<file path="config.mk">
export PLATFORM = sky130hd
export DESIGN_NAME = mem_bus_arbiter
export DESIGN_NICKNAME = d
export VERILOG_FILES = /design/src/rtl/mem_arb_pkg.sv /design/src/rtl/rr_priority_picker.sv /design/src/rtl/mem_bus_arbiter.sv
export SDC_FILE = /design/constraint.sdc
export NUM_CORES = 1
export LEC_CHECK = 0
export CAP_MARGIN = 20
export CORE_ASPECT_RATIO = 0.8
export CORE_MARGIN = 3
export CORE_UTILIZATION = 34
export CTS_CLUSTER_DIAMETER = 80
export DETAILED_ROUTE_END_ITERATION = 12
export PLACE_DENSITY_LB_ADDON = 0.05
export SYNTH_ARGS = -nofsm -noshare
export SYNTH_HDL_FRONTEND = slang
export SYNTH_SLANG_ARGS = --single-unit
</file>
<file path="constraint.sdc">
create_clock -name clk -period 2.1 [get_ports clk]
set_input_delay 0.42 -clock clk [delete_from_list [all_inputs] [get_ports clk]]
set_output_delay 0.42 -clock clk [all_outputs]
set_load 0.1 [all_outputs]
</file>
<file path="src/rtl/mem_arb_pkg.sv">
// mem_arb_pkg
//   Shared definitions for the mem_bus arbiter slice: FSM state encoding,
//   fixed port roles and the mem_bus transfer size codes.
package mem_arb_pkg;

    typedef enum logic [1:0] {
        IDLE     = 2'd0,
        ISSUE    = 2'd1,
        COMPLETE = 2'd2,
        RELEASE  = 2'd3
    } arb_state_t;

    // Port roles in the default 3-port build.
    localparam int PORT_FETCH = 0;
    localparam int PORT_DATA  = 1;
    localparam int PORT_DEBUG = 2;

    // Transfer size codes understood by mem_bus.
    localparam logic [2:0] NB_BYTE = 3'd1;
    localparam logic [2:0] NB_HALF = 3'd2;
    localparam logic [2:0] NB_WORD = 3'd4;

    // Port index width; covers up to 4 requesters.
    localparam int PTR_W = 2;

endpackage

</file>
<file path="src/rtl/rr_priority_picker.sv">
// rr_priority_picker
//   Combinational round-robin selector. Scans req starting at rr_ptr and
//   wrapping modulo NUM_PORTS; the first set bit wins.
// Ports
//   req     in  NUM_PORTS  request levels
//   rr_ptr  in  PTR_W      highest-priority port index
//   winner  out NUM_PORTS  one-hot winner, 0 when no request
module rr_priority_picker
    import mem_arb_pkg::*;
#(
    parameter int NUM_PORTS = 3
) (
    input  logic [NUM_PORTS-1:0] req,
    input  logic [PTR_W-1:0]     rr_ptr,
    output logic [NUM_PORTS-1:0] winner
);

    localparam logic [PTR_W:0] NP = (PTR_W + 1)'(NUM_PORTS);

    logic [PTR_W:0] idx;
    logic           found;

    always_comb begin
        winner = '0;
        found  = 1'b0;
        idx    = '0;
        for (int i = 0; i < NUM_PORTS; i++) begin
            idx = {1'b0, rr_ptr} + (PTR_W + 1)'(i);
            if (idx >= NP) idx = idx - NP;
            if (!found && req[idx[PTR_W-1:0]]) begin
                winner[idx[PTR_W-1:0]] = 1'b1;
                found                  = 1'b1;
            end
        end
    end

endmodule

</file>
<file path="src/rtl/mem_bus_arbiter.sv">
// mem_bus_arbiter
//   Shares the serial mem_bus between NUM_PORTS requesters (0 = instruction
//   fetch, 1 = load/store, 2 = debug loader). Round-robin grant; the winner's
//   command is frozen in registers and replayed to mem_bus using the level
//   start_request/request_done handshake.
//
//   Handshake: a requester holds req[p] (and its payload) high until it sees
//   done[p]; it then drops req[p], after which done[p] falls. mem_bus side:
//   mem_start_request stays high until mem_request_done is seen; the arbiter
//   then waits for mem_request_done to fall before the next grant.
//
// Build option: MEM_ARB_TIMEOUT_EN adds an ISSUE watchdog of TIMEOUT_CYCLES
//   cycles that finishes the transfer with err=1 and rdata=0. Without it err
//   is tied low and ISSUE waits indefinitely.
//
// Ports
//   clk, rst_n                 clock, synchronous active-low reset
//   req/req_is_write           per-port request level and store flag
//   req_num_bytes/addr/wdata   per-port packed payload
//   done, rdata, err           per-port completion, read data, timeout flag
//   grant                      one-hot current owner, 0 when idle
//   mem_*                      mem_bus command and response
//   state_dbg                  current FSM state (arb_state_t encoding)
module mem_bus_arbiter
    import mem_arb_pkg::*;
#(
    parameter int NUM_PORTS      = 3,
    parameter int ADDR_W         = 18,
    parameter int TIMEOUT_CYCLES = 4095
) (
    input  logic                        clk,
    input  logic                        rst_n,
    input  logic [NUM_PORTS-1:0]        req,
    input  logic [NUM_PORTS-1:0]        req_is_write,
    input  logic [3*NUM_PORTS-1:0]      req_num_bytes,
    input  logic [ADDR_W*NUM_PORTS-1:0] req_addr,
    input  logic [32*NUM_PORTS-1:0]     req_wdata,
    output logic [NUM_PORTS-1:0]        done,
    output logic [31:0]                 rdata,
    output logic [NUM_PORTS-1:0]        grant,
    output logic                        err,
    output logic                        mem_start_request,
    output logic                        mem_is_write,
    output logic [2:0]                  mem_num_bytes,
    output logic [ADDR_W-1:0]           mem_addr,
    output logic [31:0]                 mem_wdata,
    input  logic                        mem_request_done,
    input  logic [31:0]                 mem_fetched_value,
    output logic [1:0]                  state_dbg
);

    if (NUM_PORTS < 2 || NUM_PORTS > 4) begin : g_bad_ports
        $error("mem_bus_arbiter: NUM_PORTS must be 2..4");
    end
    if (TIMEOUT_CYCLES < 1 || TIMEOUT_CYCLES > 4095) begin : g_bad_timeout
        $error("mem_bus_arbiter: TIMEOUT_CYCLES must be 1..4095");
    end

    arb_state_t           state;
    logic [PTR_W-1:0]     rr_ptr;
    logic [PTR_W-1:0]     grant_idx;
    logic                 abandoned;
    logic [NUM_PORTS-1:0] win_oh;

    // Payload of the current winner, selected by one-hot mux.
    logic [PTR_W-1:0]  win_idx;
    logic              sel_wr;
    logic [2:0]        sel_nb;
    logic [ADDR_W-1:0] sel_addr;
    logic [31:0]       sel_wdata;

    rr_priority_picker #(.NUM_PORTS(NUM_PORTS)) u_picker (
        .req    (req),
        .rr_ptr (rr_ptr),
        .winner (win_oh)
    );

    always_comb begin
        win_idx   = '0;
        sel_wr    = 1'b0;
        sel_nb    = '0;
        sel_addr  = '0;
        sel_wdata = '0;
        for (int i = 0; i < NUM_PORTS; i++) begin
            if (win_oh[i]) begin
                win_idx   = PTR_W'(i);
                sel_wr    = req_is_write[i];
                sel_nb    = req_num_bytes[i*3 +: 3];
                sel_addr  = req_addr[i*ADDR_W +: ADDR_W];
                sel_wdata = req_wdata[i*32 +: 32];
            end
        end
    end

    // The requester still wants the answer: it has not dropped req at any
    // point since the grant.
    logic xfer_live;
    assign xfer_live = req[grant_idx] && !abandoned;

    assign state_dbg = state;

`ifdef MEM_ARB_TIMEOUT_EN
    localparam logic [11:0] TO_LAST = 12'(TIMEOUT_CYCLES - 1);
    logic [11:0] to_cnt;
`else
    assign err = 1'b0;
`endif

    always_ff @(posedge clk) begin
        if (!rst_n) begin
            state             <= IDLE;
            rr_ptr            <= '0;
            grant_idx         <= '0;
            abandoned         <= 1'b0;
            grant             <= '0;
            done              <= '0;
            rdata             <= '0;
            mem_start_request <= 1'b0;
            mem_is_write      <= 1'b0;
            mem_num_bytes     <= '0;
            mem_addr          <= '0;
            mem_wdata         <= '0;
`ifdef MEM_ARB_TIMEOUT_EN
            err               <= 1'b0;
            to_cnt            <= '0;
`endif
        end else begin
            case (state)
                IDLE: begin
                    if (|req) begin
                        grant         <= win_oh;
                        grant_idx     <= win_idx;
                        mem_is_write  <= sel_wr;
                        mem_num_bytes <= sel_nb;
                        mem_addr      <= sel_addr;
                        mem_wdata     <= sel_wdata;
                        abandoned     <= 1'b0;
`ifdef MEM_ARB_TIMEOUT_EN
                        err           <= 1'b0;
                        to_cnt        <= '0;
`endif
                        state         <= ISSUE;
                    end
                end

                ISSUE: begin
                    // Start is raised one cycle after the grant, giving the
                    // two-cycle req-to-start latency.
                    mem_start_request <= 1'b1;
                    if (!req[grant_idx]) abandoned <= 1'b1;
                    if (mem_start_request && mem_request_done) begin
                        mem_start_request <= 1'b0;
                        if (xfer_live) begin
                            rdata <= mem_fetched_value;
                            done  <= grant;
                            state <= COMPLETE;
                        end else begin
                            // SPI transfer finished but nobody is waiting.
                            state <= RELEASE;
                        end
                    end
`ifdef MEM_ARB_TIMEOUT_EN
                    else if (mem_start_request && to_cnt == TO_LAST) begin
                        mem_start_request <= 1'b0;
                        if (xfer_live) begin
                            rdata <= '0;
                            err   <= 1'b1;
                            done  <= grant;
                            state <= COMPLETE;
                        end else begin
                            state <= RELEASE;
                        end
                    end else if (mem_start_request) begin
                        to_cnt <= to_cnt + 12'd1;
                    end
`endif
                end

                COMPLETE: begin
                    if (!req[grant_idx]) begin
                        done  <= '0;
                        state <= RELEASE;
                    end
                end

                RELEASE: begin
                    if (!mem_request_done) begin
                        grant  <= '0;
                        rr_ptr <= (grant_idx == PTR_W'(NUM_PORTS - 1)) ? '0
                                                                       : grant_idx + 1'b1;
                        state  <= IDLE;
                    end
                end

                default: state <= IDLE;
            endcase
        end
    end

endmodule

</file>
Yosys cells after proc, flatten, opt, wreduce, memory -nomap -nowiden
Index checks and enable logic that the tools add are counted.
Widths: inputs -> output; s select.

word-level totals
  bits in latches = 0
  register bits after elaboration = 100
  memory bits (writable) = 0
  bits of input ports = 200
  memories kept = 0
  memory bits (read-only) = 0

cells by class
  muxes and demuxes = 54
  multipliers = 0
  div/mod/pow operators = 0
  add/sub/neg operators = 6
  equality and inequality tests = 10
  order comparisons = 10
  bitwise operators = 3
  reduce and logical (&&, ||, !) cells = 22
  shifts and indexed selects = 0

operators by type and width
  cell                 number
  $mux 32              3
  $mux 18              3
  $mux 3               11
  $mux 2               9
  $mux 1               17
  $lt 2x3->1 const B   4
  $ne 2x2->1 const B   6
  $pmux 3 s2           2
  $reduce_and 3->1     3
  $bmux 1 s2           4
  $pmux 2 s4           1
  $reduce_and 4->1     2
  $logic_and 1x1->1    7
  $demux 1 s2          3
  $eq 2x2->1 const B   3
  $ge 2x1->1 const B   3
  $ge 3x2->1 const B   2
  $or 3x3->3           2
  $reduce_bool 2->1    3
  $sub 2x2->2 const B  3
  $reduce_and 2->1     2
  $add 2x1->3 const B  1
  $add 2x2->3 const B  1
  $logic_not 1->1      3
  7 further kinds      7

Longest topological paths before layout
Gate-level depths: netlist of the first run.

  depth in word-level cells = 14
  depth in mapped cells = 11

Hierarchy
A second synthesis of the first run with hierarchy kept.

unflattened totals
  cell total of the unflattened synthesis = 600
  area total of the unflattened synthesis = 4937.2 µm²

modules (own cells, without submodules)
  module              cells an instance  seq. area each (µm²)  instances  area an instance (µm²)
  mem_bus_arbiter     566                2001.9                1          4677.0
  rr_priority_picker  34                 0.0                   1          260.2

Worst setup path after synthesis of the first run
OpenSTA, ideal clock, no wires.

  path type = register to register
  start point = register state[0], in the netlist state_dbg[0]
  end point = register mem_wdata[27]
  path slack = -0.592 ns
  cell stages (with the launch flop) = 9
  period minus slack after synthesis = 2.692 ns
  library setup time = 0.122 ns
  path buffers = 1
  arrival = 2.570 ns
  cells stage by stage = dfxtp_1 -> inv_1 -> ha_1 -> nor2b_1 -> nand2_1 -> o22ai_4 -> clkbuf_1 -> a22o_1 -> a221o_1

on the way
  cells in the longest elaborated chain, start to end = 2

RTL lines
  element                            RTL line                text
  from (decl)                        mem_bus_arbiter.sv:59   arb_state_t state;
  from (signal assigned)             mem_bus_arbiter.sv:111  state <= IDLE;
  from (signal assigned)             mem_bus_arbiter.sv:142  state <= ISSUE;
  from (signal assigned)             mem_bus_arbiter.sv:156  state <= COMPLETE;
  $logic_not 2->1                    mem_bus_arbiter.sv:128  case (state)
  $reduce_and 2->1 (no source line)  -
  to (signal assigned)               mem_bus_arbiter.sv:136  mem_wdata <= sel_wdata;
  to (decl)                          mem_bus_arbiter.sv:46   output logic [31:0] mem_wdata,

Every way passes these cells.
A chain may end at the register's enable or synchronous reset.

Worst setup path after layout of the first run
  start point = register rr_ptr[0]
  end point = register mem_wdata[27]

on the way
  cells in the longest elaborated chain, start to end = 14
  elaborated cells on any way between the ends = 46
  classes of those cells = add/sub (5); order compare (9); mux (23); bitwise (2); reduce/logical (7)

RTL lines
  element                                                           RTL line                  text
  from (decl)                                                       mem_bus_arbiter.sv:60     logic [PTR_W-1:0] rr_ptr;
  from (signal assigned)                                            mem_bus_arbiter.sv:189    rr_ptr <= (grant_idx == PTR_W'(NUM_PORTS - 1)) ? '0
  $add 2x1->3 (tied with other cells)                               rr_priority_picker.sv:28  idx = {1'b0, rr_ptr} + (PTR_W + 1)'(i);
  $ge 3x2->1 (tied with other cells)                                rr_priority_picker.sv:29  if (idx >= NP) idx = idx - NP;
  $mux 2 (tied with other cells)                                    rr_priority_picker.sv:29
  $lt 2x3->1 (not written as such) (tied with other cells)          rr_priority_picker.sv:31  winner[idx[PTR_W-1:0]] = 1'b1;
  $logic_and 1x1->1 (not written as such) (tied with other cells)   rr_priority_picker.sv:31
  $mux 1 (not written as such) (tied with other cells)              rr_priority_picker.sv:31
  $demux 1 s2 (tied with other cells)                               -
  $or 3x3->3 (no source line) or $mux 1 (tied branches)             -
  $mux 3 or $logic_not 1->1 (tied branches)                         rr_priority_picker.sv:30  if (!found && req[idx[PTR_W-1:0]]) begin
  $or 3x3->3 (no source line) or $logic_and 1x1->1 (tied branches)  -
  $mux 3 (*)                                                        rr_priority_picker.sv:30
  $mux 32 (2 in a row)                                              mem_bus_arbiter.sv:85     if (win_oh[i]) begin
  $mux 32 (*)                                                       mem_bus_arbiter.sv:85

Every way passes the cells marked *; elsewhere a longest branch is shown, timed or not. The select of a mux whose other input is x is not followed.

==> results.txt, run 1 <==
----------------------------------------------------
[Logic synthesis]
  FFs w/ async S/R, synth ... 0%
  Cell count after synthesis ... 525
  Cell accounting for the most synthesized area ... dfxtp_1
  Area fraction in compound gates after synthesis ... 31.99%
  Multiplexer fraction of the synthesized cell area ... 1.234%
  Synth Area per Inst ... 9.461 um2
  Number of flops mapped to enable cells by yosys ... 0
  Area share of the largest cell type after synthesis ... 40.30%
  Register area share after synthesis ... 40.30%
  Count of state elements after synthesis ... 100
  Synth Cell Area ... 4967 um2
  Area share of xor/xnor cells in the synthesized design ... 0%
  Basic-gate share of the synthesized area counting and, or, nand and nor cells ... 18.19%
  Syn. warnings ... 0
  Top cells by area in the synthesized netlist ... dfxtp_1 (40%), a221o_1 (11%), a22o_1 (9.7%)
  Total nets after synthesis ... 734
  Leading register cell type out of synthesis ... dfxtp_1
  Number of library cell types mapped by synthesis ... 43
  Largest family of logic cells by synthesized area ... compound AO/OA/AOI/OAI gates
  Adder-Cell Fraction of Synth Area ... around 2.3%

[STA]
  Min Clock Period, post-route ... between 2000 and 2500 ps
  Max-slew violation total from the final report ... 0
  Final hold viol count ... 0
  Post-Route Skew ... ~9.3 ps
  Max frequency ... between 400 and 500 MHz
  Total of endpoints with negative setup slack in the final report ... 56
  Post-route worst setup slack ... -155.7 ps
  Crit share post-route ... 107.4%
  Setup repair after global routing missed its margin ... true
  Hold Worst Slack ... 468.4 ps

[Die]
  DIE AREA ... 16100 um2
  Width of the chip ... 141.1 um
  Boundary Pins ... 296
  Starting utilization of the core area ... roughly 36%
  Core region area ... 13930 um2
  Die Y ... 114.1 um
  Number of rows in the core area ... 38

[GRT]
  Pin count of the biggest net entering global routing ... around 100
  Global-route met1 utilization ... a little under a third
  Overflow after GRT ... 0
  Aggregate global-route resource usage ... about a quarter
  Vias in the first global route ... about 5.6k
  Global-route wire length before repair ... 31.61 mm
  Layer with the highest usage after global routing ... met2
  GRT met3 Usage ... between 5 and 6%
  Global-route met2 utilization ... approximately 44%
  Number of antenna violations at the first check in global routing ... 0

[Drt]
  # DRC ... 0
  Number of violations reported at the end of detailed-routing iteration 0 ... about 340
  Via count normalized by instance count ... roughly 5.4
  DRT antenna net count ... 0
  Total iterations of the first detailed-routing run ... 5
  Routed WL ... roughly 21 mm
  Average detailed-routed wire length per instance ... 20.28 um
  Total via count in the routed design ... between 5k and 6k

[Placed design]
  Total half-perimeter wirelength after legalization and detailed placement ... 14.36 mm
  Routability-driven placement congestion ratio ... 0.9237
  Total of buffers placed on input and output ports ... slightly below 300
  Post-Place Setup Slack ... -550.4 ps

[Run]
  Max-capacitance violation count ... 0

[Power and ir drop]
  P_int ... 5.097 mW
  Switching power of the nets ... 4.627 mW
  Sequential fraction of design power ... 25.1%
  Maximum vdd ir drop ... 1.068 mV
  Post-route total power ... slightly below 10 mW
  Clock Power Share ... 18.7%
  Static leakage ... 3.573 nW
  Switching share of power ... 47.59%
  Share of power burned in combinational logic ... 56.2%
  Cell Pwr Density ... 1070 nW/um2

[Worst hold path]
  Cell count of the worst hold path ... 2
  Hold crit path type ... reg2reg
  Launch instance of the worst min-delay path ... rdata[23]$_SDFFE_PN0P_
  Terminating pin of the worst hold path ... rdata[23]$_SDFFE_PN0P_

[Setup path]
  Launching element of the worst setup path ... rr_ptr[0]$_SDFFE_PN0P_
  Setup crit start kind ... flip-flop
  Critical register-to-register path endpoint ... mem_wdata[27]$_SDFFE_PN0P_
  Worst path required time ... about 2300 ps
  Endpoint arrival time on the critical path ... 2490 ps
  Capturing element type of the critical path ... flip-flop
  Worst reg2reg path startpoint ... rr_ptr[0]$_SDFFE_PN0P_
  R2R Setup Slk ... -160 ps
  Type of the worst setup path ... reg2reg
  Maximum net fanout on the critical path ... 26
  Worst reg-to-reg path cell count ... 12

[Run status]
  Run status ... finished with violations
  Violations in the final reports ... setup timing

[Clock tree]
  CTS Hold Bufs ... 0
  Level count of the clock H-tree ... 3
  Clock transition at the registers of the reported paths ... around 70 ps
  Maximum root-to-sink buffer count ... 2
  Num CTS Buffers ... 9
  TritonCTS clock tree ... yes
  Clock latency on the worst-skew pair ... about 360 ps
  Clk root buf ... clkbuf_16
  Number of clock sinks ... 100

[Layout]
  Commonest cells after routing, fill and taps aside ... clkdlybuf4s50_1 (196), buf_4 (139), dfxtp_1 (95)
  Final nets ... ~1.1k
  Synthesis-to-layout area growth ... 82.95%
  Antenna cell count ... 0
  Share of post-route cells with drive strength above 1 ... 27.59%
  Leading cell type in the layout, fill and taps excluded ... clkdlybuf4s50_1

----------------------------------------------------
## sequential cells by signal (all words and copies together) (netlist names)
register,count
done,3
mem_start_request,1
mem_addr,18
grant_idx,2
mem_num_bytes,3
rr_ptr,2
state_dbg,2
rdata,32
mem_is_write,1
abandoned,1
grant,3
mem_wdata,32
## worst max-delay path, cell delays in order (launching register included)
cell and delay [ps]:
dfxtp_2 360, buf_6 110, inv_6 40, ha_4 160
buf_6 120, buf_4 120, nand4b_1 80, o31a_1 180
o31ai_2 100, a32oi_2 240, nor2_4 90, buf_12 170
a221o_1 360
## logic make-up (layout without fill, tap and decap cells)
kind of cell               after synthesis  count (layout)
AOI/OAI and AO/OA                      182             182
and+or+nand+nor                        166             166
DFF                                    100             100
buffers and inverters                   61             395
adders and majority gates                9               9
muxes                                    6               6
other                                    1               1
## area by class of cell
cell class                 count  area [um2]
fill                        1107        4843
timing repair buffer         368        3552
multi-input combinational    364        2919
sequential                   100        2016
clock buffer                  12       267.8
tap                          180       225.2
clock inverter                 4       53.80
inverter                      11       53.80
## cells in the mapped netlist (2+ instances only)
library cell and n:
dfxtp_1 100, nand2_1 76, a22o_1 55, nor3b_1 55
a221o_1 54, a21boi_0 32, clkbuf_1 28, buf_2 14
a21oi_1 11, inv_1 10, nor2_1 10, ha_1 9
nor2b_1 9, buf_6 6, mux2i_1 5, nand2b_1 5
o211ai_1 4, o31ai_1 4, a21boi_1 3, o211a_1 3
o21ai_0 3, a22oi_1 2, a22oi_2 2, a31oi_1 2
a32oi_1 2, and2_1 2, nand4b_1 2, nor3_1 2
## power by group through the flow
stage / Sequential (mW) / Clock (mW) / Combinational (mW)
3_3_place_gp: 2.47 / 0 / 5.04
4_1_cts: 2.44 / 1.84 / 5.40
5_1_grt: 2.48 / 1.91 / 5.68
3_5_place_dp: 2.48 / 0 / 5.07
2_1_floorplan: 4.61 / 0 / 1.37
6_report: 2.44 / 1.82 / 5.47
## metal layers
metal  vias to the layer above  part of all wire, %
met3                        27                  7.8
li1                       2637                    -
met1                      2722                   41
met5                         -                    0
met4                         0                  2.0
met2                       239                   50
## worst max path at each step
| stage | endpoint | slack, ps | cells after the start |
|---|---|---|---|
| 2_1_floorplan | mem_wdata[14]$_SDFFE_PN0P_ | -20 | 10 |
| 3_3_place_gp | mem_addr[4]$_SDFFE_PN0P_ | -540 | 8 |
| 3_5_place_dp | mem_wdata[22]$_SDFFE_PN0P_ | -550 | 8 |
| 4_1_cts | mem_wdata[27]$_SDFFE_PN0P_ | -130 | 10 |
| 5_1_grt | mem_addr[5]$_SDFFE_PN0P_ | -250 | 10 |
| 6_report | mem_wdata[27]$_SDFFE_PN0P_ | -160 | 12 |
## timing repair
item | in CTS | in global routing
buffers inserted | 21 | 2
cloned | 5 | 1
setup endpoints to repair | 54 | 56
gates resized for setup | 44 | 16
endpoints found under the hold margin | 0 | 0
pin swaps | 8 | 4
## metrics by stage
step | util (%) | cell area (um2) | instances | TNS, ps
after floorplan | - | 5049 | 525 | -1103
after global routing | 65.23 | 9087 | 1039 | -11890
after CTS | 64.55 | 8992 | 1039 | -5333
after global placement | 59.02 | 8222 | 997 | -36090
final | 65.23 | 9087 | 1039 | -7224
after detailed placement | 59.02 | 8222 | 997 | -37620
(Power assumes the default switching activity.)
==> run 2, diff against run 1 <==
Settings changed: CAP_MARGIN 20 to not set.
==> results of run 2 <==
Same layout as run 1: the final DEF is identical, and so are final timing and power.
==> run 3, diff against run 2 <==
--- a/config.mk
+++ b/config.mk
@@ -7,5 +7,5 @@
 export LEC_CHECK = 0
-export CORE_ASPECT_RATIO = 0.8
+export ABC_AREA = 1
 export CORE_MARGIN = 3
-export CORE_UTILIZATION = 34
+export CORE_UTILIZATION = 37
 export CTS_CLUSTER_DIAMETER = 80
--- a/constraint.sdc
+++ b/constraint.sdc
@@ -3,2 +3,2 @@
 set_output_delay 0.42 -clock clk [all_outputs]
-set_load 0.1 [all_outputs]
+set_load 0.005 [all_outputs]
==> results.txt, run 3 <==
----------------------------------------------------
[Run status]
  Run status ... completed (was finished with violations)

[Clock tree]
  Clock latency on the worst-skew pair ... 350 ps (was 360 ps)
  Maximum root-to-sink buffer count ... 2 (unchanged)
  Number of clock sinks ... 100 (unchanged)
  Level count of the clock H-tree ... 3 (unchanged)
  TritonCTS clock tree ... yes (unchanged)
  Clk root buf ... clkbuf_16 (unchanged)
  Clock transition at the registers of the reported paths ... 70 ps (about the same)
  Number of buffers added for setup after CTS ... 0 (was 21)
  Num CTS Buffers ... 9 (unchanged)

[Logic synthesis]
  Synth Cell Area ... 5917 um2 (was 4967 um2)
  Synth Area per Inst ... 6.424 um2 (was 9.461 um2)
  Register area share after synthesis ... 33.83% (was 40.30%)
  Syn. warnings ... 0 (unchanged)
  Number of flops mapped to enable cells by yosys ... 0 (unchanged)
  Top cells by area in the synthesized netlist ... dfxtp_1 (34%), nand2_1 (23%), a21oi_1 (9.6%) (was dfxtp_1 (40%), a221o_1 (11%), a22o_1 (9.7%))
  Library cell with the highest instance count after synthesis ... nand2_1 (was dfxtp_1)
  FFs w/ async S/R, synth ... 0% (unchanged)
  Number of library cell types mapped by synthesis ... 29 (was 43)
  Leading post-synthesis cells by instance count ... nand2_1 (364), a21oi_1 (113), inv_1 (113) (was dfxtp_1 (100), nand2_1 (76), a22o_1 (55), nor3b_1 (55), a221o_1 (54))
  Total nets after synthesis ... 1130 (was 734)
  Leading register cell type out of synthesis ... dfxtp_1 (unchanged)
  Count of state elements after synthesis ... 100 (unchanged)
  Area share of the largest cell type after synthesis ... 33.83% (was 40.30%)
  Cell count after synthesis ... 921 (was 525)
  Cell accounting for the most synthesized area ... dfxtp_1 (unchanged)

[Layout]
  Layout fillers ... 1477 (was 1107)
  Antenna cell count ... 0 (unchanged)
  Share of the core filled with cells ... 62.72% (was 65.23%)
  Final nets ... 1422 (was 1063)
  Commonest cells after routing, fill and taps aside ... nand2_1 (363), clkdlybuf4s50_1 (294), inv_1 (111) (was clkdlybuf4s50_1 (196), buf_4 (139), dfxtp_1 (95))
  Share of post-route cells with drive strength above 1 ... 12.66% (was 27.59%)
  Leading cell type in the layout, fill and taps excluded ... nand2_1 (was clkdlybuf4s50_1)
  Final cell count without fillers ... 1427 (was 1039)
  Synthesis-to-layout area growth ... 63.52% (was 82.95%)
  Leading registers by flop count ... mem_wdata: 32 flops, rdata: 32 flops, mem_addr: 18 flops (unchanged)

[Worst hold path]
  Hold crit path type ... reg2reg (unchanged)

[Setup path]
  Capturing element type of the critical path ... flip-flop (unchanged)
  Worst reg2reg path startpoint ... rr_ptr[0]$_SDFFE_PN0P_ (unchanged)
  Endpoint arrival time on the critical path ... 2250 ps (was 2490 ps)
  Worst setup path endpoint ... mem_wdata[13]$_SDFFE_PN0P_ (was mem_wdata[27]$_SDFFE_PN0P_)
  Worst path required time ... 2380 ps (was 2340 ps)
  Critical register-to-register path endpoint ... mem_wdata[13]$_SDFFE_PN0P_ (was mem_wdata[27]$_SDFFE_PN0P_)
  R2R Setup Slk ... 130 ps (was -160 ps)
  Setup crit start kind ... flip-flop (unchanged)
  Maximum net fanout on the critical path ... 6 (was 26)
  Launching element of the worst setup path ... rr_ptr[0]$_SDFFE_PN0P_ (unchanged)
  Type of the worst setup path ... reg2reg (unchanged)
  Worst reg-to-reg path cell count ... 13 (was 12)

[STA]
  Post-Route Skew ... 5.338 ps (was 9.318 ps)
  Final hold viol count ... 0 (unchanged)
  Max frequency ... 508.2 MHz (was 443.3 MHz)
  Post-route worst setup slack ... 132.4 ps (was -155.7 ps)
  Min Clock Period, post-route ... 1968 ps (was 2256 ps)
  Total of endpoints with negative setup slack in the final report ... 0 (was 56)
  Max-slew violation total from the final report ... 0 (unchanged)
  Setup repair after global routing missed its margin ... false (was true)
  Crit share post-route ... 93.69% (was 107.4%)

[Power and ir drop]
  Static leakage ... 4.166 nW (was 3.573 nW)
  Cell Pwr Density ... 948.5 nW/um2 (was 1070 nW/um2)
  Maximum vdd ir drop ... 0.5297 mV (was 1.068 mV)

[Drt]
  Routed WL ... 20.86 mm (was 21.07 mm)
  Number of violations reported at the end of detailed-routing iteration 0 ... 306 (was 338)
  # DRC ... 0 (unchanged)
  Average detailed-routed wire length per instance ... 14.62 um (was 20.28 um)
  Total via count in the routed design ... 6578 (was 5625)
  Via count normalized by instance count ... 4.610 (was 5.414)
  DRT antenna net count ... 0 (unchanged)
  Total iterations of the first detailed-routing run ... 4 (was 5)

[Die]
  Number of rows in the core area ... 45 (was 38)
  Core region area ... 15430 um2 (was 13930 um2)
  Width of the chip ... 132.5 um (was 141.1 um)
  Boundary Pins ... 296 (unchanged)
  Starting utilization of the core area ... 38.35% (was 35.66%)
  Die Y ... 132.5 um (was 114.1 um)
  DIE AREA ... 17550 um2 (was 16100 um2)

[GRT]
  Global-route wire length before repair ... 32.07 mm (was 31.61 mm)
  Vias in the first global route ... 6193 (was 5645)
  Overflow after GRT ... 0 (unchanged)
  Number of antenna violations at the first check in global routing ... 0 (unchanged)
  Aggregate global-route resource usage ... 22.58% (was 24.79%)
  Pin count of the biggest net entering global routing ... 39 (was 101)

[Placed design]
  Routability-driven placement congestion ratio ... 0.8348 (was 0.9237)
  Total of buffers placed on input and output ports ... 294 (unchanged)
  Inst Count DP ... 1411 (was 997)
  Post-Place Setup Slack ... -170.1 ps (was -550.4 ps)
  Total half-perimeter wirelength after legalization and detailed placement ... 15.31 mm (was 14.36 mm)

[Run]
  Max-capacitance violation count ... 0 (unchanged)

----------------------------------------------------
-- run 3: changes by cell type after synthesis, moves of 17 or more --
cell      before  now
nor3b_1       55    0
a21boi_0      32    0
inv_2          1   20
a22o_1        55    0
nand2_1       76  364
nand3_2        0   17
nand3_1        1   55
a21oi_2        0   42
a21oi_1       11  113
inv_1         10  113
a221o_1       54    0
-- run 3: power by group --
group          switching (mW)  leakage (nW)  internal (mW)  total (mW)
sequential              0.249         0.817           2.33        2.57
clock                   0.727         0.131          0.824        1.55
combinational            2.62          3.22           2.43        5.05
-- run 3: critical path, cell delays in order, from the launching register on --
cell and delay [ps]:
dfxtp_2 330, inv_1 70, ha_4 300, inv_2 70, nand2_1 60, nand3_1 70
nand2_1 100, nand3_2 140, nand3_4 210, buf_4 190, nand3_1 110, nand2_1 80
inv_1 50, a21oi_2 110
-- run 3: cells by family after synthesis --
group	synth area share [%]
buffers and inverters	14.17
and+or+nand+nor	32.10
adders and majority gates	1.903
other	0.06338
DFF	33.83
AOI/OAI and AO/OA	17.93
-- run 3: area by class of cell --
type	count	area (um2)	share of cell area [%]
clock buffer	10	239.0	2.470
multi-input combinational	631	3142	32.47
sequential	100	2007	20.74
tap	211	264.0	2.729
clock inverter	4	26.28	0.2716
timing repair buffer	337	3492	36.09
inverter	134	505.5	5.224
-- run 3: worst min-delay path by stage --
stage / depth (start not counted) / slack [ps] / start / to
2_1_floorplan: 2 / 450 / abandoned$_SDFFE_PN0P_ / abandoned$_SDFFE_PN0P_
3_3_place_gp: 2 / 450 / done[1]$_SDFFE_PN0P_ / done[1]$_SDFFE_PN0P_
3_5_place_dp: 2 / 460 / rdata[29]$_SDFFE_PN0P_ / rdata[29]$_SDFFE_PN0P_
4_1_cts: 2 / 470 / rdata[29]$_SDFFE_PN0P_ / rdata[29]$_SDFFE_PN0P_
5_1_grt: 2 / 480 / rdata[4]$_SDFFE_PN0P_ / rdata[4]$_SDFFE_PN0P_
6_report: 2 / 460 / rdata[3]$_SDFFE_PN0P_ / rdata[3]$_SDFFE_PN0P_
-- run 3: stage by stage --
step	TNS, ps	power (mW)	hold slack (ps)	cell area, um2
after detailed placement	-8663	7.575	455.9	9286
after global routing	0	9.853	480.2	9676
after CTS	0	9.158	466.2	9560
after floorplan	0	5.304	453.9	5917
final	0	9.177	462.1	9676
after global placement	-6699	7.545	450.6	9286
-- run 3: what timing repair did --
| item | 4_1_cts | 5_1_grt |
|---|---|---|
| gates resized for setup | 2 | 16 |
| pin swaps | 0 | 3 |
| setup endpoints to repair | 54 | 56 |
| gates cloned | 0 | 2 |
| hold buffers | 0 | 0 |
-- run 3: routing by layer --
metal / track usage (%) / wire length, um / vias to the layer above
met1: 26.69 / 8807 / 2877
met2: 38.94 / 9854 / 234
met4: 7.506 / 461 / 0
met5: 0 / 0 / -
met3: 6.996 / 1739 / 26
li1: - / - / 3441
==> edit: new RTL, settings of run 1 <==
The parameter `ADDR_W` goes from 18 to 26.
--- a/src/rtl/mem_bus_arbiter.sv
+++ b/src/rtl/mem_bus_arbiter.sv
@@ -26,5 +26,5 @@
 #(
     parameter int NUM_PORTS      = 3,
-    parameter int ADDR_W         = 18,
+    parameter int ADDR_W         = 26,
     parameter int TIMEOUT_CYCLES = 4095
 ) (
Interface: changed (resized mem_addr and req_addr); port bits go from 296 to 328. No check against the original RTL was run, so the function may have changed too.
==> edit against run 1 <==
- the run still ends with setup timing left
- worst hold slack got worse by 0.013 ns
- area after synthesis grew 9.0%
- sequential cell count rose by 8
- die area up 8.6%
- final area increased by 6.6%
- wire length rose by 4.4%
- sequential share of layout area rose by 0.29 points
- worst setup slack worse by 0.062 ns
- total power grew 5.2%
- critical path type unchanged
==> edit: results <==
set metrics [dict create \
    clock_latency_ns 0.36 \
    grt_max_degree 59 \
    drt-total-wl_um 22000 \
    ys_warn_count 0 \
    violations "setup timing" \
    cp-endpoint "mem_wdata[13]" \
    dr.pass1.iters 6 \
    vdd_drop_max_mv 0.606 \
    grt_pass1_wl_um 33200 \
    hp-class "flip-flop to flip-flop" \
    syn-num-nets 794 \
    ys_top_cells_by_count "dfxtp_1 (108), nand2_1 (76), a22o_1 (65)" \
    grt_usage 0.238 \
    r2r-start "rr_ptr[1]" \
    antennaDiodeCount 0 \
    vias 5997 \
    top_regs "mem_wdata x32, rdata x32, mem_addr x26" \
    root_buffer "clkbuf_16" \
    p_int_mw 5.25 \
    cts_buffers 9 \
    yosysUniqueCellTypes 51 \
    grt_use_met3 0.0875 \
    yosysSeqAreaShare 0.399 \
    fin_ws_ns -0.217 \
    leakagePower_nw 3.83 \
    setup-violations-final 64 \
    synth_area_leaders "dfxtp_1 (40%), a221o_1 (11%), a22o_1 (11%)" \
    clockBufferDepth 2 \
    fin_nets 1140 \
    status "complete, but fails checks" \
    drive_gt1_frac 0.250 \
    cts.reportedPaths.clkPinSlew_ns 0.07 \
    hpwl_um 15400 \
    clock_skew_ns 0.0132 \
    arrival_ns 2.56 \
    use_met1 0.273 \
    port_buffers 326 \
    globalplace.congestion 0.902 \
    cp_max_fo 14 \
    grt_use_met2 0.407 \
    drtIter0Drc 340 \
]
[edit: cell types whose count changed after synthesis, sizes merged, moves of 2 or more]
cell	run 1	this run
buf	22	36
a22o	55	66
a221o	54	62
dfxtp	100	108
nor3b	55	63
clkbuf	28	21
o211ai	5	1
a21boi	35	32
inv	11	9
nor2	11	9
[edit: critical path: stages, from the launching register on]
cell and delay, ns:
dfxtp_4 0.38, inv_4 0.05, buf_6 0.11, ha_4 0.15, nand2b_4 0.15, a22oi_2 0.24
a221oi_2 0.05, buf_4 0.15, o211ai_4 0.16, buf_6 0.17, nor2_8 0.06, clkbuf_16 0.19
a221o_1 0.35
[edit: how the worst min path moves through the flow]
stage,slack (ns),startpoint,to,cells after the start
3_5_place_dp,0.45,rdata[25],rdata[25],2
6_report,0.46,rdata[25],rdata[25],2
3_3_place_gp,0.44,rdata[26],rdata[26],2
2_1_floorplan,0.53,grant_idx[1],grant_idx[1],2
4_1_cts,0.46,rdata[25],rdata[25],2
5_1_grt,0.48,rdata[15],rdata[15],2
[edit: kinds of logic (layout without fill, tap and decap cells)]
| kind of cell | count (synthesis) | in the layout | share of synthesized area |
|---|---|---|---|
| AND/OR/NAND/NOR | 175 | 175 | 0.183 |
| flip-flops | 108 | 108 | 0.399 |
| adder cells (fa/ha/maj) | 9 | 9 | 0.0208 |
| AO/OA/AOI/OAI | 196 | 196 | 0.320 |
| buffers and inverters | 66 | 417 | 0.0636 |
| other | 1 | 1 | 0.000693 |
| multiplexers | 6 | 6 | 0.0122 |
[edit: power by group through the flow]
stage               combinational, mW  sequential (mW)  clock [mW]
floorplan                        1.56             5.08           0
global placement                 5.47             2.68           0
detailed placement               5.55             2.69           0
CTS                              5.81             2.65        1.77
global route                     6.12             2.70        1.87
finish                           5.86             2.65        1.72
[edit: cell type report]
class                   instances  area, um^2
clock buffers                  13         270
clock inverters                 3        26.3
fillers                      1343        5630
inverters                       9        38.8
multi-input cells             387        3090
flip-flops and latches        108        2180
well taps                     210         263
repair buffers                392        3820
[edit: metrics by stage]
step | power (mW) | instance area (um^2) | cells | setup WS [ns] | TNS, ns
after floorplan | 6.64 | 5470 | 561 | 0.00967 | 0
after global placement | 8.15 | 8890 | 1089 | -0.476 | -38.04
after detailed placement | 8.24 | 8890 | 1089 | -0.539 | -43.32
after CTS | 10.2 | 9580 | 1117 | -0.210 | -10.17
after global routing | 10.7 | 9690 | 1122 | -0.296 | -16.96
final | 10.2 | 9690 | 1122 | -0.217 | -11.23
[edit: metal layers]
metal  vias up  share of wire
met5         -              0
met2       271           0.50
met3        33          0.092
met1      2865           0.39
met4         0          0.026
li1       2828              -
[edit: repair_timing]
action,CTS,global route
gates resized for setup,47,7
gates cloned,4,3
buffers inserted,9,3
pin swaps,22,7
endpoints found under the setup margin,64,71
